$ cat config.mk
export PLATFORM = sky130hd
export DESIGN_NAME = queue_v2_flat
export DESIGN_NICKNAME = d
export VERILOG_FILES = /design/src/rtl/queue_v2_pkg.sv /design/src/rtl/queue_v2_if.sv /design/src/rtl/queue_v2_ptr.sv /design/src/rtl/queue_v2.sv /design/src/flat_wrapper.sv
export SDC_FILE = /design/constraint.sdc
export NUM_CORES = 1
export LEC_CHECK = 0
export BUFFER_PORTS_ARGS = -buffer_cell sky130_fd_sc_hd__buf_2
export CAP_MARGIN = 20
export CORE_AREA = 2 2 207 209
export DETAILED_ROUTE_END_ITERATION = 10
export DIE_AREA = 0 0 209 211
export GPL_TIMING_DRIVEN = 1
export MAX_ROUTING_LAYER = met4
export PLACE_DENSITY = 0.52
export SLEW_MARGIN = 0
export SYNTH_ARGS = -nofsm -noshare
export SYNTH_HDL_FRONTEND = slang
export SYNTH_SLANG_ARGS = --single-unit
$ cat constraint.sdc
create_clock -name clk0 -period 12.45 [get_ports clk0]
set_clock_uncertainty 0.1 [all_clocks]
set_input_delay 1.245 -clock clk0 [delete_from_list [all_inputs] [get_ports clk0]]
set_output_delay 1.245 -clock clk0 [all_outputs]
set_load 0.01 [all_outputs]
$ cat src/rtl/queue_v2_pkg.sv
// queue_v2_pkg: shared helpers for the queue_v2 circular buffer.
//   ptr_w(depth)      : index width, $clog2(depth) (min 1)
//   cnt_w(depth)      : occupancy width, $clog2(depth+1)
//   ptr_inc(ptr,depth): wrap-around increment for any depth (not just 2^n)
package queue_v2_pkg;

  function automatic int ptr_w(int depth);
    return (depth > 1) ? $clog2(depth) : 1;
  endfunction

  function automatic int cnt_w(int depth);
    return $clog2(depth + 1);
  endfunction

  function automatic logic [31:0] ptr_inc(logic [31:0] ptr, int depth);
    return (ptr == 32'(depth - 1)) ? 32'd0 : ptr + 32'd1;
  endfunction

endpackage

$ cat src/rtl/queue_v2_if.sv
// queue_v2_if: request/response bundle of queue_v2.
//   master: requester side (drives flush/push/push_data/pop)
//   slave : queue side (drives pop_data/pop_resp/push_resp/push_ready,
//           full/empty/almost_full/almost_empty/count)
interface queue_v2_if import queue_v2_pkg::*; #(
  parameter int WIDTH = 32,
  parameter int DEPTH = 8
) ();
  localparam int CNT_W = cnt_w(DEPTH);

  logic             flush;
  logic             push;
  logic [WIDTH-1:0] push_data;
  logic             pop;
  logic [WIDTH-1:0] pop_data;
  logic             pop_resp;
  logic             push_resp;
  logic             push_ready;
  logic             full;
  logic             empty;
  logic             almost_full;
  logic             almost_empty;
  logic [CNT_W-1:0] count;

  modport master (
    output flush, push, push_data, pop,
    input  pop_data, pop_resp, push_resp, push_ready,
           full, empty, almost_full, almost_empty, count
  );

  modport slave (
    input  flush, push, push_data, pop,
    output pop_data, pop_resp, push_resp, push_ready,
           full, empty, almost_full, almost_empty, count
  );
endinterface

$ cat src/rtl/queue_v2_ptr.sv
// queue_ptr: wrapping index register for queue_v2 (used for head and tail).
//   clk, rst_n : clock, async active-low reset
//   clr_i      : synchronous clear to 0 (wins over en_i)
//   en_i       : advance by one, wrapping DEPTH-1 -> 0
//   ptr_o      : current index
module queue_ptr import queue_v2_pkg::*; #(
  parameter int DEPTH = 8,
  parameter int PTR_W = ptr_w(DEPTH)
) (
  input  logic             clk,
  input  logic             rst_n,
  input  logic             clr_i,
  input  logic             en_i,
  output logic [PTR_W-1:0] ptr_o
);
  logic [PTR_W-1:0] ptr_q, ptr_d;

  always_comb begin
    ptr_d = ptr_q;
    if (clr_i)     ptr_d = '0;
    else if (en_i) ptr_d = PTR_W'(ptr_inc(32'(ptr_q), DEPTH));
  end

  always_ff @(posedge clk or negedge rst_n) begin
    if (!rst_n) ptr_q <= '0;
    else        ptr_q <= ptr_d;
  end

  assign ptr_o = ptr_q;
endmodule

$ cat src/rtl/queue_v2.sv
// queue_v2: parameterised circular queue, any DEPTH >= 2.
//   clk0, rst0 : clock, async active-low reset
//   q (slave)  : push/pop handshake, flush, occupancy and flags
// Pop is zero-latency (pop_data = head entry in the same cycle), push_resp
// is the registered acceptance of the previous cycle, flags derive from the
// registered count only. Optional macro QUEUE_V2_BYPASS_EN forwards
// push_data straight to pop_data on a push+pop to an empty queue.
module queue_v2 import queue_v2_pkg::*; #(
  parameter int WIDTH     = 32,
  parameter int DEPTH     = 8,
  parameter int AF_THRESH = DEPTH - 1,
  parameter int AE_THRESH = 1
) (
  input  logic       clk0,
  input  logic       rst0,
  queue_v2_if.slave  q
);
  localparam int PTR_W = ptr_w(DEPTH);
  localparam int CNT_W = cnt_w(DEPTH);

  logic [WIDTH-1:0] mem_q [DEPTH];
  logic [PTR_W-1:0] head, tail;
  logic [CNT_W-1:0] count_q, count_d;
  logic             push_resp_q, push_resp_d;
  logic             is_empty, is_full;
  logic             pop_acc, push_acc, byp, wr_en, rd_en;

  assign is_empty = (count_q == '0);
  assign is_full  = (count_q == CNT_W'(DEPTH));

  always_comb begin
`ifdef QUEUE_V2_BYPASS_EN
    byp = is_empty && q.push && q.pop && !q.flush;
`else
    byp = 1'b0;
`endif
    pop_acc  = q.pop && !is_empty;
    push_acc = q.push && (!is_full || pop_acc);
    // flush squashes all state changes; a bypassed entry never touches storage
    wr_en    = push_acc && !q.flush && !byp;
    rd_en    = pop_acc && !q.flush;
  end

  always_comb begin
    count_d = count_q;
    if (q.flush)              count_d = '0;
    else if (wr_en && !rd_en) count_d = count_q + CNT_W'(1);
    else if (rd_en && !wr_en) count_d = count_q - CNT_W'(1);
    push_resp_d = push_acc && !q.flush;
  end

  always_ff @(posedge clk0 or negedge rst0) begin
    if (!rst0) begin
      count_q     <= '0;
      push_resp_q <= 1'b0;
    end else begin
      count_q     <= count_d;
      push_resp_q <= push_resp_d;
    end
  end

  // storage is deliberately not reset
  always_ff @(posedge clk0) begin
    if (wr_en) mem_q[tail] <= q.push_data;
  end

  queue_ptr #(.DEPTH(DEPTH), .PTR_W(PTR_W)) u_head (
    .clk(clk0), .rst_n(rst0), .clr_i(q.flush), .en_i(rd_en), .ptr_o(head)
  );

  queue_ptr #(.DEPTH(DEPTH), .PTR_W(PTR_W)) u_tail (
    .clk(clk0), .rst_n(rst0), .clr_i(q.flush), .en_i(wr_en), .ptr_o(tail)
  );

  assign q.pop_data     = byp ? q.push_data : (pop_acc ? mem_q[head] : 'x);
  assign q.pop_resp     = pop_acc || byp;
  assign q.push_ready   = !is_full || pop_acc;
  assign q.push_resp    = push_resp_q;
  assign q.full         = is_full;
  assign q.empty        = is_empty;
  assign q.almost_full  = int'(count_q) >= AF_THRESH;
  assign q.almost_empty = int'(count_q) <= AE_THRESH;
  assign q.count        = count_q;
endmodule

$ cat src/flat_wrapper.sv
// flat-port wrapper written by rule: the top's interface ports become plain ports
module queue_v2_flat import queue_v2_pkg::*;
#(
  parameter int WIDTH     = 32,
  parameter int DEPTH     = 8,
  parameter int AF_THRESH = DEPTH - 1,
  parameter int AE_THRESH = 1
)
  (clk0, rst0, q_flush, q_push, q_push_data, q_pop, q_pop_data, q_pop_resp, q_push_resp, q_push_ready, q_full, q_empty, q_almost_full, q_almost_empty, q_count);
  queue_v2_if #(.WIDTH(WIDTH), .DEPTH(DEPTH)) q_i ();
  input  logic clk0;
  input  logic rst0;
  input wire logic [$bits(q_i.flush)-1:0] q_flush;
  input wire logic [$bits(q_i.push)-1:0] q_push;
  input wire logic [$bits(q_i.push_data)-1:0] q_push_data;
  input wire logic [$bits(q_i.pop)-1:0] q_pop;
  output wire logic [$bits(q_i.pop_data)-1:0] q_pop_data;
  output wire logic [$bits(q_i.pop_resp)-1:0] q_pop_resp;
  output wire logic [$bits(q_i.push_resp)-1:0] q_push_resp;
  output wire logic [$bits(q_i.push_ready)-1:0] q_push_ready;
  output wire logic [$bits(q_i.full)-1:0] q_full;
  output wire logic [$bits(q_i.empty)-1:0] q_empty;
  output wire logic [$bits(q_i.almost_full)-1:0] q_almost_full;
  output wire logic [$bits(q_i.almost_empty)-1:0] q_almost_empty;
  output wire logic [$bits(q_i.count)-1:0] q_count;
  assign q_i.flush = q_flush;
  assign q_i.push = q_push;
  assign q_i.push_data = q_push_data;
  assign q_i.pop = q_pop;
  assign q_pop_data = q_i.pop_data;
  assign q_pop_resp = q_i.pop_resp;
  assign q_push_resp = q_i.push_resp;
  assign q_push_ready = q_i.push_ready;
  assign q_full = q_i.full;
  assign q_empty = q_i.empty;
  assign q_almost_full = q_i.almost_full;
  assign q_almost_empty = q_i.almost_empty;
  assign q_count = q_i.count;
  queue_v2 #(.WIDTH(WIDTH), .DEPTH(DEPTH), .AF_THRESH(AF_THRESH), .AE_THRESH(AE_THRESH)) u_core (.clk0(clk0), .rst0(rst0), .q(q_i));
endmodule
# Word-level counts from Yosys, hierarchy flattened
# Memory sizes are Yosys's and may differ from the RTL's.
# Index checks and enable logic that the tools add are counted.
word_totals:
  regBits: 11
  ram_bits: 256
  inputBits: 37
  out_inout_bits: 43
  wordCells: 42
  memories: 1
mem_list:
  columns: ["name", "depth", "width", "rd", "rd_ports_with_merged_regs", "write_ports", "line", "rtl"]
  rows:
  - ["u_core.mem_q", 8, 32, 1, 0, 1, "queue_v2.sv:21", "logic [WIDTH-1:0] mem_q [DEPTH];"]
op_classes:
  n_addsub: 4
  order_cmp: 2
  n_eq_ne: 3
  n_mux: 12
  reduce_logical: 16
ops:
  columns: ["operator", "n"]
  rows:
  - ["$mux W32", 1]
  - ["$mux W3", 6]
  - ["$mux W4", 3]
  - ["$add A3 B1 Y3 const B", 2]
  - ["$eq A3 B3 Y1 const B", 2]
  - ["$logic_and A1 B1 Y1", 6]
  - ["$logic_not A1 Y1", 5]
  - ["$add A4 B1 Y4 const B", 1]
  - ["$eq A4 B4 Y1 const B", 1]
  - ["$ge A4 B3 Y1 const B", 1]
  - ["$le A4 B1 Y1 const B", 1]
  - ["$logic_not A4 Y1", 1]
  - ["$reduce_bool A2 Y1", 2]
  - ["$sub A4 B1 Y4 const B", 1]
  - ["$reduce_bool A3 Y1", 1]
  - ["$mux W1", 2]
  - ["$logic_or A1 B1 Y1", 1]

# Logic depth before layout (Yosys ltp)
# Gate-level depths: netlist of the first run.
depth:
  ltp_word: 11
  mapped_depth: 7
  ltp_nobuf: 7

# Cells and area by module
# A second synthesis of the first run with hierarchy kept.
unflattened:
  cells_unflattened: 460
  area_unflattened_um2: 10674.0
modules_own_cells:
  columns: ["mod", "n_inst", "cells_per_inst", "area_per_inst_um2", "seq_area_each_um2"]
  rows:
  - ["queue_v2", 1, 436, 10371.2, 7812.5]
  - ["queue_ptr", 2, 12, 151.4, 75.1]

# Worst setup path before layout of the first run
# OpenSTA, ideal clock, no wires.
synth_timing:
  path_kind: "input to register"
  startpoint: "input port q_push"
  endpoint: "memory u_core.mem_q[0][0], enable pin"
  setup_time_ns: 0.461
  arrival_time_ns: 3.994
  required_ns: 11.889
  slack_ns: 7.895
  stages: 4
  cell_sequence: "or2b_1 > nor2b_1 > nand2b_1 > nor3_1"
synth_between:
  elab_chain_cells: 4
synth_rtl:
  columns: ["item", "line", "rtl"]
  rows:
  - ["start, declared", "flat_wrapper.sv:14", "input wire logic [$bits(q_i.push)-1:0] q_push;"]
  - ["$logic_and A1 B1 Y1", "queue_v2.sv:38", "push_acc = q.push && (!is_full || pop_acc);"]
  - ["$logic_and A1 B1 Y1", null, null]
  - ["named net u_core.push_resp_d", "queue_v2.sv:24", "logic push_resp_q, push_resp_d;"]
  - ["$mux W1", "queue_v2.sv:64", "if (wr_en) mem_q[tail] <= q.push_data;"]
  - ["$mux W1 (implied by the code)", "queue_v2.sv:64", null]
  - ["end, declared", "queue_v2.sv:21", null]
# The timed path passes the listed nets, and every way through them passes these cells.

# Worst setup path in the final report of the first run
layout_timing:
  startpoint: "register u_core.u_head.ptr_q[0] (netlist: u_core.u_head.ptr_o[0])"
  endpoint: "output port q_pop_data[22]"
layout_between:
  elab_chain_cells: 2
layout_rtl:
  columns: ["item", "line", "rtl"]
  rows:
  - ["start, declared", "queue_v2_ptr.sv:16", "logic [PTR_W-1:0] ptr_q, ptr_d;"]
  - ["start signal, assigned", "queue_v2_ptr.sv:26", "else ptr_q <= ptr_d;"]
  - ["$mem_v2 Z8 W32", null, null]
  - ["$mux W32", "queue_v2.sv:75", "assign q.pop_data = byp ? q.push_data : (pop_acc ? mem_q[head] : 'x);"]
  - ["end, declared", "flat_wrapper.sv:17", "output wire logic [$bits(q_i.pop_data)-1:0] q_pop_data;"]
# No other way between the ends. The select of a mux whose other input is x is not followed.

==> impl_metrics.json, run 1 <==
{
  "critPathSlowestCell": "dfrtp_4",
  "violation_count_after_the_first_detailed_route_iteration": 258,
  "syn_area_per_cell_um2": 22.4,
  "filler_cell_count": 4068,
  "initial_antenna_violation_count": 4,
  "final-seq-area_um2": 7970,
  "largest_net_degree_at_the_start_of_global_routing": 67,
  "clock_insertion_delay_worst_skew_ps": 540,
  "worstMarginPinSlew_ps": 1070,
  "synth.top_cells.by_area": "edfxtp_1 (74%), mux4_2 (14%), mux2_2 (3.7%)",
  "cts.sink_count": 267,
  "grt_overflow": 0,
  "drcViolationCount": 0,
  "static-leakage-power_nw": 3.93,
  "synth_compound_area_share_pct": 1.22,
  "timing.max_cap.violations": 0,
  "family_with_the_most_delay_on_the_worst_path": "buffers and inverters",
  "min_period_over_period_pct": 36.8,
  "cts_resized": 0,
  "cts-hold-fix-buffers": 0,
  "worst_ep_required_time_ps": 11100,
  "grt_pass1_wl_um": 33800,
  "start_util_pct": 24.9,
  "via_count": 4839,
  "timing.final.ws_setup_ps": 7870,
  "cts.reportedPaths.clkPinSlew_ps": 60,
  "fp-row-count": 75,
  "postCtsSetupRepairBufs": 0,
  "die_area_um2": 44100,
  "relSlewSlack_pct": 28.6,
  "crit_path_max_incr_delay_ps": 800,
  "yosysMostFrequentCell": "edfxtp_1",
  "synthesis.nets": 508,
  "yosys.area_share.simple_pct": 2.33,
  "postSynth.topFlopCell": "edfxtp_1",
  "timing.hold.worst.class": "in -> async",
  "io_pins": 80,
  "dpl_worst_slack_ps": 8340,
  "post-route-min-period_ps": 4580,
  "post_synth_edffs": 256,
  "crit_arrival_ps": 3230,
  "ys_async_rst_share_pct": 4.12,
  "global_route.usage.met3_pct": 2.44,
  "worstPathCellList": "buf_4, mux4_2, mux2_2, buf_2",
  "final.setup.tns_ps": 0,
  "cts_max_path_buffers": 3,
  "synth_instances": 464,
  "grtUsageMet2_pct": 17.9,
  "groute.usage.overall_pct": 10.6,
  "fmax_ghz": 0.219,
  "critical_path_buf_inv_count": 2,
  "yosys.area_share.adder_pct": 0.844,
  "cts.htree.levels": 1,
  "final_hold_viol_count": 0,
  "seq_area_frac_synth_pct": 76.7,
  "port-buffer-count": 79,
  "final_nets": 607,
  "yosysWarnings": 0,
  "routed_wirelength_um": 22600,
  "cts_tree": "built",
  "xor_xnor_portion_of_the_synthesized_cell_area_pct": 0.169,
  "setup.worst_path.end_class": "output pin",
  "drtAntennaViolNets": 0,
  "outcome": "finished clean",
  "global_route.peak_usage_layer": "met2",
  "setup_repair_after_global_routing_missed_its_margin": "no",
  "route.detailed.wl_per_inst_um": 20.1,
  "synth_top_family_by_area": "multiplexers",
  "muxShareOfSynthArea_pct": 17.6,
  "finalWeightedCongestion": 0.679,
  "yosys_register_bits": 267,
  "hpwlAfterDp_um": 12600,
  "design.core.area_um2": 41800,
  "worstSetupPathType": "reg -> out",
  "die_height_um": 211,
  "yosysUniqueCellTypes": 36,
  "final_layout_size_suffix_gt1_share_pct": 40.9,
  "worst-r2r-cell-count": 8,
  "final_max_slew_viol_count": 0,
  "detailedRoute.firstPassIterationCount": 4,
  "via_count_of_the_first_global_routing_pass": 5269,
  "netlist.top_cell.by_area": "edfxtp_1",
  "synth.cells.most_frequent": "edfxtp_1 (256), mux4_2 (64), mux2_2 (34)",
  "critical_path.max_fanout": 40,
  "syn_area_um2": 10400,
  "final-setup-viol-count": 0,
  "synthDominantCellAreaShare_pct": 74.1,
  "clock_buffers_created_by_tritoncts": 29,
  "power.density_cell_area_nw_per_um2": 182,
  "irDropWorstVdd_v": 0.0000945,
  "combined_area_of_the_multi_input_logic_cells_um2": 2350,
  "via_per_inst": 4.29,
  "critical_path_cell_count": 4,
  "root_buffer": "clkbuf_16",
  "area_growth_syn_to_layout_pct": 19.4,
  "grt_util_met1_pct": 13.2,
  "die_width_um": 209,
  "worstSetupStartpointType": "register"
}
area by class of cell:
type                            instances  share of cell area, %
Tap cell                              539                   5.44
Clock buffer                           39                   6.16
Antenna cell                            4                 0.0808
Clock inverter                         13                   1.12
Timing Repair Buffer                   89                   3.80
Multi-Input combinational cell        173                   19.0
Sequential cell                       267                   64.3
Inverter                                3                 0.0909
kinds of logic (layout without fill, tap and decap cells):
family	count (synthesis)	in the layout
AOI/OAI and AO/OA	19	19
other	0	4
adders and majority gates	7	7
and+or+nand+nor	47	47
DFF	267	267
buffers and inverters	24	144
xor gates and xnor gates	2	2
muxes	98	98
worst paths after layout:
kind,from,to,slack (ps)
min,rst0,u_core.q.count[2]$_DFFE_PN0P_,470
min in group clk0,u_core.u_tail.ptr_o[0]$_DFFE_PN0P_,u_core.u_tail.ptr_o[0]$_DFFE_PN0P_,510
min reg2reg,u_core.u_tail.ptr_o[0]$_DFFE_PN0P_,u_core.u_tail.ptr_o[0]$_DFFE_PN0P_,510
max,u_core.u_head.ptr_o[0]$_DFFE_PN0P_,q_pop_data[22],7870
max reg2reg,u_core.q.count[0]$_DFFE_PN0P_,u_core.mem_q[0][16]$_DFFE_PP_,8990
max in group asynchronous,rst0,u_core.u_head.ptr_o[1]$_DFFE_PN0P_,11530
worst reg2reg max path: stages (launching register included):
cell and delay [ps]:
dfrtp_1 470, inv_1 110, ha_1 270, and3b_2 260, nand2b_1 160, nor2b_1 310
nand2b_1 280, nor3_2 570, buf_4 540
registers in the layout, indices dropped and copies added, names as in the netlist:
signal,count
u_core.q.count,4
u_core.u_head.ptr_o,3
u_core.mem_q,256
u_core.q.push_resp,1
u_core.u_tail.ptr_o,3
cell usage in the layout, fill, tap and decap left out, types with 2 or more instances in the layout:
cell type and instances:
edfxtp_1 256, buf_2 79, mux4_2 64, mux2_2 34, clkbuf_16 29, nand2_1 10
clkbuf_1 10, buf_4 10, nor2_1 9, a21oi_1 9, dfrtp_1 8, ha_1 7
nor2_4 6, clkinv_1 6, diode_2 4, nand2b_1 4, inv_1 3, nor3_1 3
nand3_1 3, a211oi_1 3, bufinv_16 3, nor2b_1 2, nor3_2 2, clkinv_2 2
dfrtp_4 2
per-layer routing:
metal / wire, um / share of wire (%)
met1: 9750 / 43
met2: 11400 / 50
met3: 1110 / 4.9
met4: 388 / 1.7
met5: 0 / 0
report_power, final:
| group | internal [W] | switching (W) | leakage [nW] | total [W] |
|---|---|---|---|---|
| combinational | 0.000197 | 0.000171 | 1.04 | 0.000367 |
| clock | 0.000488 | 0.000331 | 0.434 | 0.000819 |
| sequential | 0.00101 | 0.0000543 | 2.45 | 0.00107 |
through the flow:
stage / std cells / total power [W] / hold slack [ps] / cell area (um2) / utilization [%]
2_1_floorplan: 464 / 0.00134 / 444 / 10400 / -
3_3_place_gp: 1071 / 0.00147 / 512 / 11500 / 27.5
3_5_place_dp: 1071 / 0.00147 / 506 / 11500 / 27.5
4_1_cts: 1123 / 0.00230 / 452 / 12400 / 29.7
5_1_grt: 1127 / 0.00236 / 454 / 12400 / 29.7
6_report: 1127 / 0.00225 / 472 / 12400 / 29.7
No activity file was read; power rests on OpenSTA's default activity.
==> run 2, diff against run 1 <==
- ABC_AREA: not set -> 1
- CORE_AREA: 2 2 207 209 -> 2 2 210 212
- DIE_AREA: 0 0 209 211 -> 0 0 212 214
- clock period: 12.45 -> 4.29 ns (I/O delays scaled with it)
==> impl_metrics.json, run 2 <==
{
  "outcome": "finished clean",
  "synth.cells.most_frequent": "edfxtp_1 (256), nor2_1 (232), o21ai_0 (112)",
  "clock_buffers_created_by_tritoncts": 30,
  "port-buffer-count": 79,
  "yosysMostFrequentCell": "edfxtp_1",
  "critical_path.max_fanout": 70,
  "largest_net_degree_at_the_start_of_global_routing": 71,
  "synthesis.nets": 868,
  "root_buffer": "clkbuf_16",
  "synth.top_cells.by_area": "edfxtp_1 (72%), nor2_1 (8.2%), o21ai_0 (5.2%)",
  "final-setup-viol-count": 0,
  "clock_power_share_pct": 33.9,
  "die_width_um": 212,
  "worstSetupStartpointType": "register",
  "post_synth_edffs": 256,
  "groute.usage.overall_pct": 11.9,
  "routed_wirelength_um": 26100,
  "synth_instances": 824,
  "final_max_slew_viol_count": 0,
  "min-delay-start": "q_push_data[12]",
  "r2r-start": "u_core.q.count[0]$_DFFE_PN0P_",
  "top_register": "u_core.mem_q",
  "die_area_um2": 45400,
  "power_frac_comb_pct": 21.1,
  "crit_path_start": "u_core.u_head.ptr_o[0]$_DFFE_PN0P_",
  "filler_cell_count": 4354,
  "min_period_over_period_pct": 80.0,
  "fin_util_pct": 29.5,
  "postCtsSetupRepairBufs": 0,
  "cts.sink_count": 267,
  "design.core.area_um2": 42900,
  "worst_ep_required_time_ps": 3760,
  "route.detailed.wl_per_inst_um": 17.3,
  "area_growth_syn_to_layout_pct": 18.5,
  "relSlewSlack_pct": 40.1,
  "ys_async_rst_share_pct": 4.12,
  "grt_overflow": 0,
  "cts-hold-fix-buffers": 1,
  "setup.worst_path.end_class": "output pin",
  "mostFrequentLayoutCell": "edfxtp_1",
  "net-switching-power_w": 0.00203,
  "syn_area_um2": 10700,
  "cts.reportedPaths.clkPinSlew_ps": 60,
  "switching_share_pct": 30.0,
  "irDropWorstVdd_v": 0.000266,
  "layout_common_cells": "edfxtp_1 (256), nor2_1 (224), o21ai_0 (112)",
  "power_frac_seq_pct": 45.0,
  "finalWeightedCongestion": 0.709,
  "detailedRoute.firstPassIterationCount": 5,
  "final_hold_viol_count": 0,
  "die_height_um": 214,
  "cts_tree": "built",
  "timing.max_cap.violations": 0,
  "grt_pass1_wl_um": 40200,
  "synthDominantCellAreaShare_pct": 72.0,
  "largest_register_ff_count": 256,
  "via_count_of_the_first_global_routing_pass": 6583,
  "yosysUniqueCellTypes": 30,
  "via_per_inst": 4.37,
  "start_util_pct": 24.9,
  "hpwlAfterDp_um": 14300,
  "crit_arrival_ps": 2900,
  "clock_insertion_delay_worst_skew_ps": 550,
  "cts_resized": 0,
  "drcViolationCount": 0,
  "timing.hold.worst.class": "in -> reg",
  "via_count": 6598,
  "syn_area_per_cell_um2": 13.0,
  "fp-row-count": 76,
  "static-leakage-power_nw": 4.23,
  "power.density_cell_area_nw_per_um2": 535,
  "cts_max_path_buffers": 3,
  "final_layout_size_suffix_gt1_share_pct": 18.1,
  "worstSetupPathType": "reg -> out",
  "initial_antenna_violation_count": 2,
  "final.setup.tns_ps": 0,
  "cts.htree.levels": 1,
  "violation_count_after_the_first_detailed_route_iteration": 429,
  "postSynth.topFlopCell": "edfxtp_1",
  "netlist.top_cell.by_area": "edfxtp_1",
  "post-route-min-period_ps": 3430,
  "fmax_ghz": 0.291,
  "yosys_register_bits": 267,
  "final_nets": 948,
  "setup_repair_after_global_routing_missed_its_margin": "no",
  "yosysWarnings": 0,
  "worstMarginPinSlew_ps": 896,
  "drtAntennaViolNets": 0,
  "io_pins": 80,
  "p_int_w": 0.00474,
  "seq_area_frac_synth_pct": 74.6
}
[run 2: worst max-delay path, cell delays in order, from the launching register on]
cell	delay, ps
dfrtp_4	730
clkinv_2	120
buf_4	570
o21ai_0	210
o22ai_1	190
nor2_1	60
a31oi_1	260
buf_2	200
[run 2: final timing paths]
path,endpoint,slack (ps),depth (start not counted)
max in group asynchronous,u_core.u_head.ptr_o[0]$_DFFE_PN0P_,3660,2
setup reg to reg,u_core.mem_q[0][9]$_DFFE_PP_,1430,10
min in group asynchronous,u_core.u_tail.ptr_o[0]$_DFFE_PN0P_,190,2
hold reg to reg,u_core.u_tail.ptr_o[1]$_DFFE_PN0P_,520,2
setup / recovery,q_pop_data[10],860,7
hold / removal,u_core.mem_q[2][12]$_DFFE_PP_,50,1
[run 2: area by class of cell]
class / count / area (um2) / area share (%)
repair buffers: 98 / 566 / 4.47
diodes: 1 / 2.50 / 0.0198
clock buffers: 42 / 817 / 6.46
multi-input cells: 488 / 2450 / 19.3
well taps: 585 / 732 / 5.78
flip-flops and latches: 267 / 7970 / 62.9
inverters: 19 / 75.1 / 0.593
clock inverters: 9 / 51.3 / 0.405
[run 2: cells by family (layout without fill, tap and decap cells)]
logic type | after synthesis | in the layout | synth area share, %
and+or+nand+nor | 271 | 271 | 10.6
DFF | 267 | 267 | 74.6
AOI/OAI and AO/OA | 207 | 207 | 10.7
buffers and inverters | 69 | 168 | 3.09
adders and majority gates | 7 | 7 | 0.820
xor gates and xnor gates | 3 | 3 | 0.246
other | 0 | 1 | 0
[run 2: power groups by stage]
stage	Sequential, W	Clock (W)	Combinational, W
after floorplan	0.00304	0	0.00101
after global placement	0.00310	0	0.00146
after detailed placement	0.00310	0	0.00146
after CTS	0.00305	0.00237	0.00147
after global routing	0.00306	0.00247	0.00162
final	0.00305	0.00230	0.00143
[run 2: routing by layer]
metal / routed length [um] / part of all wire [%] / global-route usage [%]
met1: 11900 / 45 / 15.5
met2: 12500 / 48 / 19.2
met3: 1040 / 4.0 / 1.91
met4: 676 / 2.6 / 3.52
met5: 0 / 0 / -
[run 2: stage by stage]
stage	std cells	worst slack (ps)	total power, W	hold WS, ps	area, um2
3_5_place_dp	1456	1390	0.00457	221	11800
3_3_place_gp	1456	1400	0.00456	220	11800
4_1_cts	1508	816	0.00689	13.3	12700
2_1_floorplan	824	1010	0.00405	33.4	10700
5_1_grt	1509	643	0.00715	32.9	12700
6_report	1509	857	0.00677	49.1	12700
==> run 3, diff against run 2 <==
- ABC_AREA: 1 -> 0
- CORE_AREA: 2 2 210 212 -> 2 2 207 209
- DIE_AREA: 0 0 212 214 -> 0 0 209 211
- clock period: 4.29 -> 3.45 ns (I/O delays scaled with it)
==> impl_metrics.json, run 3 (synthesized netlist as in run 1, its figures left out) <==
{
  "mostFrequentLayoutCell": "edfxtp_1",
  "drtAntennaViolNets": 0,
  "outcome": "finished clean",
  "root_buffer": "clkbuf_16",
  "drcViolationCount": 0,
  "die_height_um": 211,
  "layout_common_cells": "edfxtp_1 (256), buf_2 (79), mux4_2 (64)",
  "worstMarginPinSlew_ps": 482,
  "final_max_slew_viol_count": 0,
  "via_count_of_the_first_global_routing_pass": 5252,
  "timing.hold.worst.class": "in -> reg",
  "final_layout_size_suffix_gt1_share_pct": 41.0,
  "die_area_um2": 44100,
  "fmax_ghz": 0.331,
  "cts.reportedPaths.clkPinSlew_ps": 60,
  "top_register": "u_core.mem_q",
  "largest_register_ff_count": 256,
  "power.density_cell_area_nw_per_um2": 649,
  "final_nets": 645,
  "totalPowerFinal_w": 0.00837,
  "final_hold_viol_count": 0,
  "post-route-min-period_ps": 3020,
  "postCtsSetupRepairBufs": 0,
  "grt_overflow": 0,
  "setup.worst_path.end_class": "output pin",
  "violation_count_after_the_first_detailed_route_iteration": 263,
  "routed_wirelength_um": 21700,
  "area_growth_syn_to_layout_pct": 24.2,
  "clock_insertion_delay_worst_skew_ps": 530,
  "cts.sink_count": 267,
  "design.core.area_um2": 41800,
  "fp-row-count": 75,
  "relSlewSlack_pct": 67.7,
  "grt_pass1_wl_um": 32900,
  "final_cells": 1163,
  "filler_cell_count": 3996,
  "start_util_pct": 24.9,
  "via_count": 4882,
  "cts_tree": "built",
  "via_per_inst": 4.20,
  "initial_antenna_violation_count": 2,
  "critical_path.max_fanout": 19,
  "finish.instance_area_um2": 12900,
  "cts_max_path_buffers": 3,
  "io_pins": 80,
  "hpwlAfterDp_um": 13700,
  "setup_repair_after_global_routing_missed_its_margin": "no",
  "timing.max_cap.violations": 0,
  "finalWeightedCongestion": 0.731,
  "final-setup-viol-count": 0,
  "largest_net_degree_at_the_start_of_global_routing": 39,
  "worst_ep_required_time_ps": 3000,
  "worstSetupStartpointType": "register",
  "route.detailed.wl_per_inst_um": 18.7,
  "worstSetupPathType": "reg -> out",
  "port-buffer-count": 79,
  "min_period_over_period_pct": 87.5,
  "crit_arrival_ps": 2570,
  "static-leakage-power_nw": 4.15,
  "placedInstanceArea_um2": 11600,
  "clock_buffers_created_by_tritoncts": 29,
  "detailedRoute.firstPassIterationCount": 4,
  "die_width_um": 209,
  "dp_cells": 1080,
  "cts.htree.levels": 1,
  "groute.usage.overall_pct": 10.2,
  "irDropWorstVdd_v": 0.000323
}
## run 3: cell count changes in the layout (fill, tap and decap cells not counted), moves of 28 or more
| cell | delta |
|---|---|
| nor2_1 | -215 |
| o21ai_0 | -111 |
| mux4_2 | +64 |
| mux2_2 | +34 |
| o22ai_1 | -34 |
| a31oi_1 | -33 |
| dlygate4sd3_1 | +28 |
## run 3: per-stage QoR
step	TNS [ps]	hold slack, ps	util (%)	setup WS (ps)
2_1_floorplan	-8570	-50.6	-	-50.8
3_3_place_gp	0	138	27.9	589
3_5_place_dp	0	146	27.9	549
4_1_cts	0	0.534	30.9	310
5_1_grt	0	8.24	30.9	259
6_report	0	23.2	30.9	431
## run 3: worst max-delay path: stages (launching register included)
cell,delay (ps)
dfrtp_4,580
buf_4,420
mux4_2,610
mux2_2,290
buf_2,140
## run 3: what timing repair did
| action | 4_1_cts | 5_1_grt |
|---|---|---|
| gates resized for setup | 0 | 0 |
| hold endpoints to repair | 215 | 0 |
| hold buffers | 29 | 0 |
## run 3: layout make-up
cell class                      instances  area, um2  area share (%)
Multi-Input combinational cell        173       2360            18.3
Inverter                                3       11.3          0.0873
Tap cell                              539        674            5.23
Antenna cell                            2       5.00          0.0388
Clock buffer                           32        737            5.72
Timing Repair Buffer                  127        903            7.01
Clock inverter                         20        228            1.77
Sequential cell                       267       7970            61.8
## run 3: final timing paths
path                                                          from                                 end  slack, ps  cells after the start
worst max-delay path            u_core.u_head.ptr_o[0]$_DFFE_PN0P_                       q_pop_data[3]        430                      4
worst min-delay path                               q_push_data[25]       u_core.mem_q[1][25]$_DFFE_PP_         20                      1
worst max register to register       u_core.q.count[0]$_DFFE_PN0P_        u_core.mem_q[5][6]$_DFFE_PP_        600                      8
worst min register to register  u_core.u_tail.ptr_o[0]$_DFFE_PN0P_  u_core.u_tail.ptr_o[0]$_DFFE_PN0P_        510                      2
max in group asynchronous                                     rst0  u_core.u_head.ptr_o[1]$_DFFE_PN0P_       2880                      2
min in group asynchronous                                     rst0       u_core.q.count[2]$_DFFE_PN0P_        120                      2
## run 3: where the power goes
group | total, W | internal, W | switching, W | leakage, nW
clock | 0.00311 | 0.00191 | 0.00120 | 0.479
combinational | 0.00149 | 0.000760 | 0.000728 | 1.22
sequential | 0.00377 | 0.00366 | 0.000118 | 2.45
## run 3: routing by layer
metal	track usage [%]	up-vias	part of all wire, %
met5	-	-	0
met2	17.3	74	51
met3	1.78	31	3.4
li1	-	2213	-
met4	2.44	0	1.8
met1	12.8	2564	44
